==> config.mk <==
export PLATFORM = sky130hd
export DESIGN_NAME = sensor_scan_ctrl
export DESIGN_NICKNAME = d
export VERILOG_FILES = /design/src/rtl/sensor_scan_ctrl_pkg.sv /design/src/rtl/sensor_scan_ctrl_mux4to1.sv /design/src/rtl/sensor_scan_ctrl.sv
export SDC_FILE = /design/constraint.sdc
export NUM_CORES = 1
export LEC_CHECK = 0
export ABC_CLOCK_PERIOD_IN_PS = 2600
export BUFFER_PORTS_ARGS = -buffer_cell sky130_fd_sc_hd__buf_2
export CORE_MARGIN = 8
export CORE_UTILIZATION = 50
export CTS_CLUSTER_DIAMETER = 40
export DETAILED_ROUTE_END_ITERATION = 12
export PLACE_DENSITY = 0.69
export SLEW_MARGIN = 10
export SYNTH_ARGS = -nofsm -noshare
export SYNTH_HDL_FRONTEND = slang
export SYNTH_SLANG_ARGS = --single-unit
==> constraint.sdc <==
create_clock -name clk -period 2.6 [get_ports clk]
set_input_delay 0.52 -clock clk [delete_from_list [all_inputs] [get_ports clk]]
set_output_delay 0.52 -clock clk [all_outputs]
set_load 0.005 [all_outputs]
==> src/rtl/sensor_scan_ctrl_pkg.sv <==
// Shared home-automation definitions: scan FSM encoding and sensor scan defaults.
package sensor_scan_ctrl_pkg;

  typedef enum logic [1:0] {
    IDLE   = 2'd0,
    SETTLE = 2'd1,
    SAMPLE = 2'd2,
    NEXT   = 2'd3
  } scan_state_t;

  localparam int DWELL_DEF    = 4;
  localparam int DEBOUNCE_DEF = 3;
  localparam int NUM_CH       = 4;

endpackage

==> src/rtl/sensor_scan_ctrl_mux4to1.sv <==
// Plain 4:1 bit multiplexer used to pick one raw sensor line.
module mux4to1 (
  input  logic [1:0] sel,
  input  logic [3:0] in,
  output logic       out
);

  assign out = in[sel];

endmodule

==> src/rtl/sensor_scan_ctrl.sv <==
// Round-robin scanner for four raw sensor lines: settle, synchronise, debounce,
// and report per-channel flips plus an end-of-pass pulse.
module sensor_scan_ctrl
  import sensor_scan_ctrl_pkg::*;
#(
  parameter int DWELL    = DWELL_DEF,
  parameter int DEBOUNCE = DEBOUNCE_DEF
) (
  input  logic       clk,
  input  logic       rst_n,
  input  logic       en,
  input  logic [3:0] sensors,
  output logic [1:0] sel,
  output logic [3:0] state_q,
  output logic [3:0] change,
  output logic       scan_done,
  output logic       busy
);

  localparam logic [7:0] DWELL_LAST = 8'(DWELL - 1);
  localparam logic [3:0] DEB_N      = 4'(DEBOUNCE);

  scan_state_t st;
  logic [7:0]  dcnt;
  logic [3:0]  dbc [NUM_CH];
  logic [3:0]  dbc_inc;
  logic        mux_out;
  logic        sync_p0;
  logic        sync_p1;

  mux4to1 u_mux (
    .sel (sel),
    .in  (sensors),
    .out (mux_out)
  );

  // Stage p0/p1: two-flop synchroniser on the selected line
  always_ff @(posedge clk or negedge rst_n) begin
    if (!rst_n) begin
      sync_p0 <= 1'b0;
      sync_p1 <= 1'b0;
    end else begin
      sync_p0 <= mux_out;
      sync_p1 <= sync_p0;
    end
  end

  assign dbc_inc = dbc[sel] + 4'd1;

  always_ff @(posedge clk or negedge rst_n) begin
    if (!rst_n) begin
      st        <= IDLE;
      sel       <= 2'd0;
      dcnt      <= 8'd0;
      state_q   <= 4'b0000;
      change    <= 4'b0000;
      scan_done <= 1'b0;
      busy      <= 1'b0;
      for (int i = 0; i < NUM_CH; i++) dbc[i] <= 4'd0;
    end else begin
      change    <= 4'b0000;
      scan_done <= 1'b0;
      unique case (st)
        IDLE: begin
          if (en) begin
            sel  <= 2'd0;
            dcnt <= 8'd0;
            busy <= 1'b1;
            st   <= SETTLE;
          end
        end
        SETTLE: begin
          if (dcnt == DWELL_LAST) st <= SAMPLE;
          else                    dcnt <= dcnt + 8'd1;
        end
        SAMPLE: begin
          // Pulses are registered here so they appear during the following NEXT cycle
          if (sync_p1 == state_q[sel]) begin
            dbc[sel] <= 4'd0;
          end else if (dbc_inc == DEB_N) begin
            state_q[sel] <= ~state_q[sel];
            dbc[sel]     <= 4'd0;
            change[sel]  <= 1'b1;
          end else begin
            dbc[sel] <= dbc_inc;
          end
          if (sel == 2'd3) scan_done <= 1'b1;
          st <= NEXT;
        end
        NEXT: begin
          sel  <= sel + 2'd1;
          dcnt <= 8'd0;
          if (sel == 2'd3 && !en) begin
            busy <= 1'b0;
            st   <= IDLE;
          end else begin
            st <= SETTLE;
          end
        end
        default: st <= IDLE;
      endcase
    end
  end

endmodule
==> metrics, run 1 <==
synthesized area=between 2000 and 2500 µm²; Tcrit/Tclk final=95.1%; area of the core=4030 µm²; diodes inserted=0; syn_area_per_cell=roughly 11 µm²; number of distinct library cells after synthesis=35; slowest stage delay, CP=between 600 and 700 ps; area grow syn2layout=10.8%; Post-synth ARST share=between 90% and 100%; first-pass GRT wire length=7.94 mm; post-synthesis sequential area ratio=47.3%; initial antenna violation count=0; Vias/cell=between 5 and 6; Final min period=around 2500 ps; setup repair bufs after CTS=0; Skew-Pair Late Insertion Delay=~300 ps; Routed WL=4.55 mm; routed len/inst=17.0 µm; worst path arrival time=~2700 ps; largest net degree at the start of global routing=41; slowest CP cell=mux4_2; ys flop type=dfrtp_1; drt drc=0; CTS tree=done; crit path max fanout=9; delay-heaviest family, CP=simple AND/OR/NAND/NOR gates; RSZ-0062 raised after global routing=no; Total GRT Usage=approximately 16%; Final Non-Filler Cells=between 200 and 300; Post-Synthesis Net Count=roughly 210; Worst slew margin=a little over two fifths; WS Path Type=reg2reg; RR Startpoint=sel[0]; FF-to-FF path depth=5; sum of negative setup slack=0 ps; width of the die=slightly above 80 µm; hpwl dp=3.38 mm; Worst Skew=9.17 ps; die outline area=around 6600 µm²; final max-slew violation count=0; Leak=between 0.001 and 0.0015 µW; vias in the first global route=~1700; final hold slack=approximately 330 ps; Hold Vio Cnt, Final=0; CTS Buf Count=5; ANT nets after route=0; # setup viols final=0; final net count=between 200 and 250; H-tree levels=2; Root Driver=clkbuf_8; CP endpoint kind=register; clock-pin slew on the worst setup and hold paths=80 ps; Register-to-Register Setup Slack=130 ps; number of synthesized flops with an enable pin=0; Seq cells post-synth=40; hold bufs inserted after CTS=0; Slew @ Worst Pin=866 ps; CP bufs+invs=0; Peak Freq=a little over 400 MHz; layout cells sized above 1=18.4%; min-delay worst type=in2async; Pwr per Cell Area=~960 nW/µm²; Max IR drop VDD=around 0.6 mV; first-iteration detailed-routing DRC count=124; startpoint types=register; io pins=19; # rows=23; worst-case clock buffer depth=2; Post-Synthesis Cells=around 200; Critical Path RT=between 2000 and 3000 ps; CP Cell Sequence=mux4_2 -> and3b_1 -> o32a_4 -> or3_4 -> o211ai_1; clk sink count=40; Tot Pwr=2240 µW; DIE HEIGHT=81.0 µm; status=completed; total number of yosys warnings=0; placed instance count=approximately 260; post-CTS sizing=0; max-cap viol count=0; drt pass-1 iters=6; worst r2r dst=state_q[1]; Placer Congestion=0.857; buffers added on ports=18; grt ovf=0; via count=between 1500 and 2000; Starting Density=between 50% and 60%
registers in the layout (all words and copies together) (netlist names):
name / cells
st: 2
change: 4
busy: 1
sync_p0: 1
sync_p1: 1
dbc: 16
state_q: 4
dcnt: 8
sel: 2
scan_done: 1
how the worst max path moves through the flow:
stage                             to  cells after the start  slack, ps    from
after global routing      state_q[3]                      5         50  sel[0]
final                     state_q[1]                      5        130  sel[0]
after CTS                 state_q[1]                      5        120  sel[0]
after floorplan           state_q[0]                      6        230  sel[0]
after detailed placement  state_q[3]                      5        150  sel[0]
after global placement    state_q[3]                      5        260  sel[0]
synth_stat cells (2+ instances only):
cell | number | area [µm²]
mux2_2 | 8 | 90.1
ha_1 | 11 | 138
clkbuf_1 | 4 | 15.0
nand3_1 | 8 | 40.0
nor4_1 | 4 | 25.0
a22o_1 | 2 | 17.5
a21oi_1 | 4 | 20.0
mux4_1 | 4 | 105
o211ai_1 | 4 | 30.0
xnor2_1 | 5 | 43.8
mux4_2 | 2 | 45.0
nand2b_1 | 3 | 18.8
and3_1 | 3 | 18.8
a21boi_0 | 2 | 15.0
nand2_1 | 28 | 105
o21ai_0 | 14 | 70.1
nor2_1 | 6 | 22.5
dfrtp_1 | 40 | 1000
nor3_1 | 2 | 10.0
inv_1 | 13 | 48.8
o31ai_1 | 11 | 82.6
a211oi_1 | 2 | 15.0
nor2b_1 | 3 | 18.8
metrics by stage:
stage,cell area [µm²],util (%),setup slack [ps]
6_report,2340,58.2,128
5_1_grt,2340,58.2,46.4
4_1_cts,2340,58.2,121
3_5_place_dp,2250,55.9,154
3_3_place_gp,2250,55.9,260
2_1_floorplan,2110,-,228
kinds of logic (layout without fill, tap and decap cells):
group	Yosys count	count (layout)	synth area share, %
compound gates	44	44	14.6
flops	40	40	47.3
mux	15	15	11.8
fa+ha+maj	11	11	6.51
xor+xnor	6	6	2.49
buf+inv	19	41	3.79
simple gates	60	60	13.5
cells in the final DEF (no fill, tap or decap), types with 3 or more instances in the layout:
master,count
and3_1,3
o21ai_0,14
nor2_1,6
o211ai_1,4
nor4_1,4
xnor2_1,5
mux2_2,8
inv_1,13
nand3_1,8
dfrtp_1,40
o31ai_1,11
ha_1,11
a21oi_1,4
buf_2,18
nand2b_1,3
nand2_1,28
clkbuf_8,6
mux4_1,4
nor2b_1,3
layer usage:
| metal | up-vias | global-route usage, % | share of wire, % | routed length (µm) |
|---|---|---|---|---|
| met5 | - | 0 | 0 | 0 |
| met2 | 40 | 27.2 | 54 | 2460 |
| met1 | 796 | 17.9 | 40 | 1820 |
| li1 | 743 | - | - | - |
| met4 | 0 | 6.25 | 1.7 | 77 |
| met3 | 10 | 3.97 | 4.2 | 192 |
power by group:
part | internal, µW | switching [µW] | total (µW)
Clock | 212 | 217 | 429
Combinational | 396 | 546 | 942
Sequential | 754 | 117 | 871
area by class of cell:
type	count	area [µm²]
multi-input cells	136	1030
repair buffers	20	105
clock inverters	2	10.0
well taps	50	62.6
flip-flops and latches	40	1000
clock buffers	6	82.6
inverters	13	48.8
fillers	343	1690
Note: power is estimated with default switching activity, not from simulation.
==> run 2: changes to the inputs <==
- GPL_TIMING_DRIVEN: not set -> 0
==> metrics, run 2 (same netlist as run 1, synthesis figures left out) <==
Pint=1400 µW; min-delay worst type=in2async; # setup viols final=0; crit path max fanout=9; # rows=23; most frequent cells in the layout=dfrtp_1, nand2_1, buf_2; Leak=between 0.001 and 0.0015 µW; diodes inserted=0; final max-slew violation count=0; worst-case clock buffer depth=2; max-cap viol count=0; buffers added on ports=18; CTS Buf Count=5; NetSw=898 µW; largest registers=dbc (16), dcnt (8); Worst slew margin=roughly 41%; io pins=19; status=completed; area of the core=4030 µm²; area grow syn2layout=12.6%; hpwl dp=3.36 mm; initial antenna violation count=0; startpoint types=register; Hold Vio Cnt, Final=0; largest net degree at the start of global routing=just over 40; Slew @ Worst Pin=approximately 900 ps; Routed WL=about 4.7 mm; ANT nets after route=0; Starting Density=roughly 52%; DIE HEIGHT=81.0 µm; CTS tree=done; Tot Pwr=about 2300 µW; Tcrit/Tclk final=between 90% and 100%; Peak Freq=396 MHz; width of the die=81.0 µm; clk sink count=40; Critical Path RT=~2800 ps; Gate power share=45.2%; clock-pin slew on the worst setup and hold paths=approximately 80 ps; die outline area=6570 µm²; routed len/inst=17.1 µm; Final min period=2530 ps; vias in the first global route=~1600; Placer Congestion=0.791; sequential power share=roughly 36%; flip-flop count of the largest register after layout=16; H-tree levels=2; Vias/cell=about 6.0; Root Driver=clkbuf_8; clock network power share=a little under a fifth; Total GRT Usage=between 15 and 20%; worst path arrival time=approximately 2700 ps; layout cells sized above 1=between 10% and 20%; first-iteration detailed-routing DRC count=94; first-pass GRT wire length=between 7 and 8 mm; Sw Ratio=between 30% and 40%; Skew-Pair Late Insertion Delay=290 ps; CP endpoint kind=register; Worst Skew=8.60 ps; commonest non-fill, non-tap cell in the layout=dfrtp_1; Pwr per Cell Area=965 nW/µm²; drt pass-1 iters=4; final net count=around 240; via count=about 1600; WS Path Type=reg2reg; drt drc=0; Largest Register=dbc; final hold slack=between 300 and 400 ps; Max IR drop VDD=about 0.57 mV; grt ovf=0
## run 2: per-stage QoR
step / worst slack, ps / instance area (µm²) / setup TNS (ps) / utilization, % / instances
4_1_cts: 13.9 / 2360 / 0 / 58.5 / 271
2_1_floorplan: 228 / 2110 / 0 / - / 195
3_3_place_gp: 128 / 2270 / 0 / 56.3 / 263
5_1_grt: -2.71 / 2380 / -2.71 / 59.1 / 274
6_report: 74.3 / 2380 / 0 / 59.1 / 274
3_5_place_dp: 42.2 / 2270 / 0 / 56.3 / 263
## run 2: layout make-up
class,instances,area [µm²]
tap,50,62.6
buffer,6,31.3
timing repair buffer,21,113
inverter,13,48.8
fill,356,1650
clock buffer,8,90.1
multi-input combinational,136,1030
sequential,40,1000
## run 2: critical path: stages (launching register included)
cell and delay, ps:
dfrtp_1 380, buf_6 160, mux4_2 580, and3b_1 250, o32a_4 430, or3_4 420, o211ai_1 210
## run 2: timing repair
action | 4_1_cts | 5_1_grt
hold buffers | 0 | 0
buffers inserted | 0 | 3
gates resized for setup | 0 | 2
endpoints found under the setup margin | 0 | 12
## run 2: power groups by stage
stage	clock network (µW)	registers, µW	logic, µW
finish	423	837	1040
global route	462	853	1150
CTS	431	836	979
detailed placement	0	851	970
global placement	0	835	919
floorplan	0	830	739
## run 2: worst paths after layout
check | start | end | slack, ps | cells past startpoint
worst max-delay path | sel[0] | state_q[1] | 70 | 6
worst min-delay path | rst_n | state_q[3] | 340 | 1
worst max register to register | sel[0] | state_q[1] | 70 | 6
worst min register to register | sync_p0 | sync_p1 | 350 | 0
max in group asynchronous | rst_n | dbc[8] | 1680 | 1
min in group clk | sync_p0 | sync_p1 | 350 | 0
## run 2: layer usage
metal  wire length, µm  up-vias  global-route usage (%)
met2              2530       55                    26.1
met3               206        4                    3.86
met1              1890      829                    17.6
li1                  -      755                       -
met5                 0        -                       0
met4                51        0                    5.71
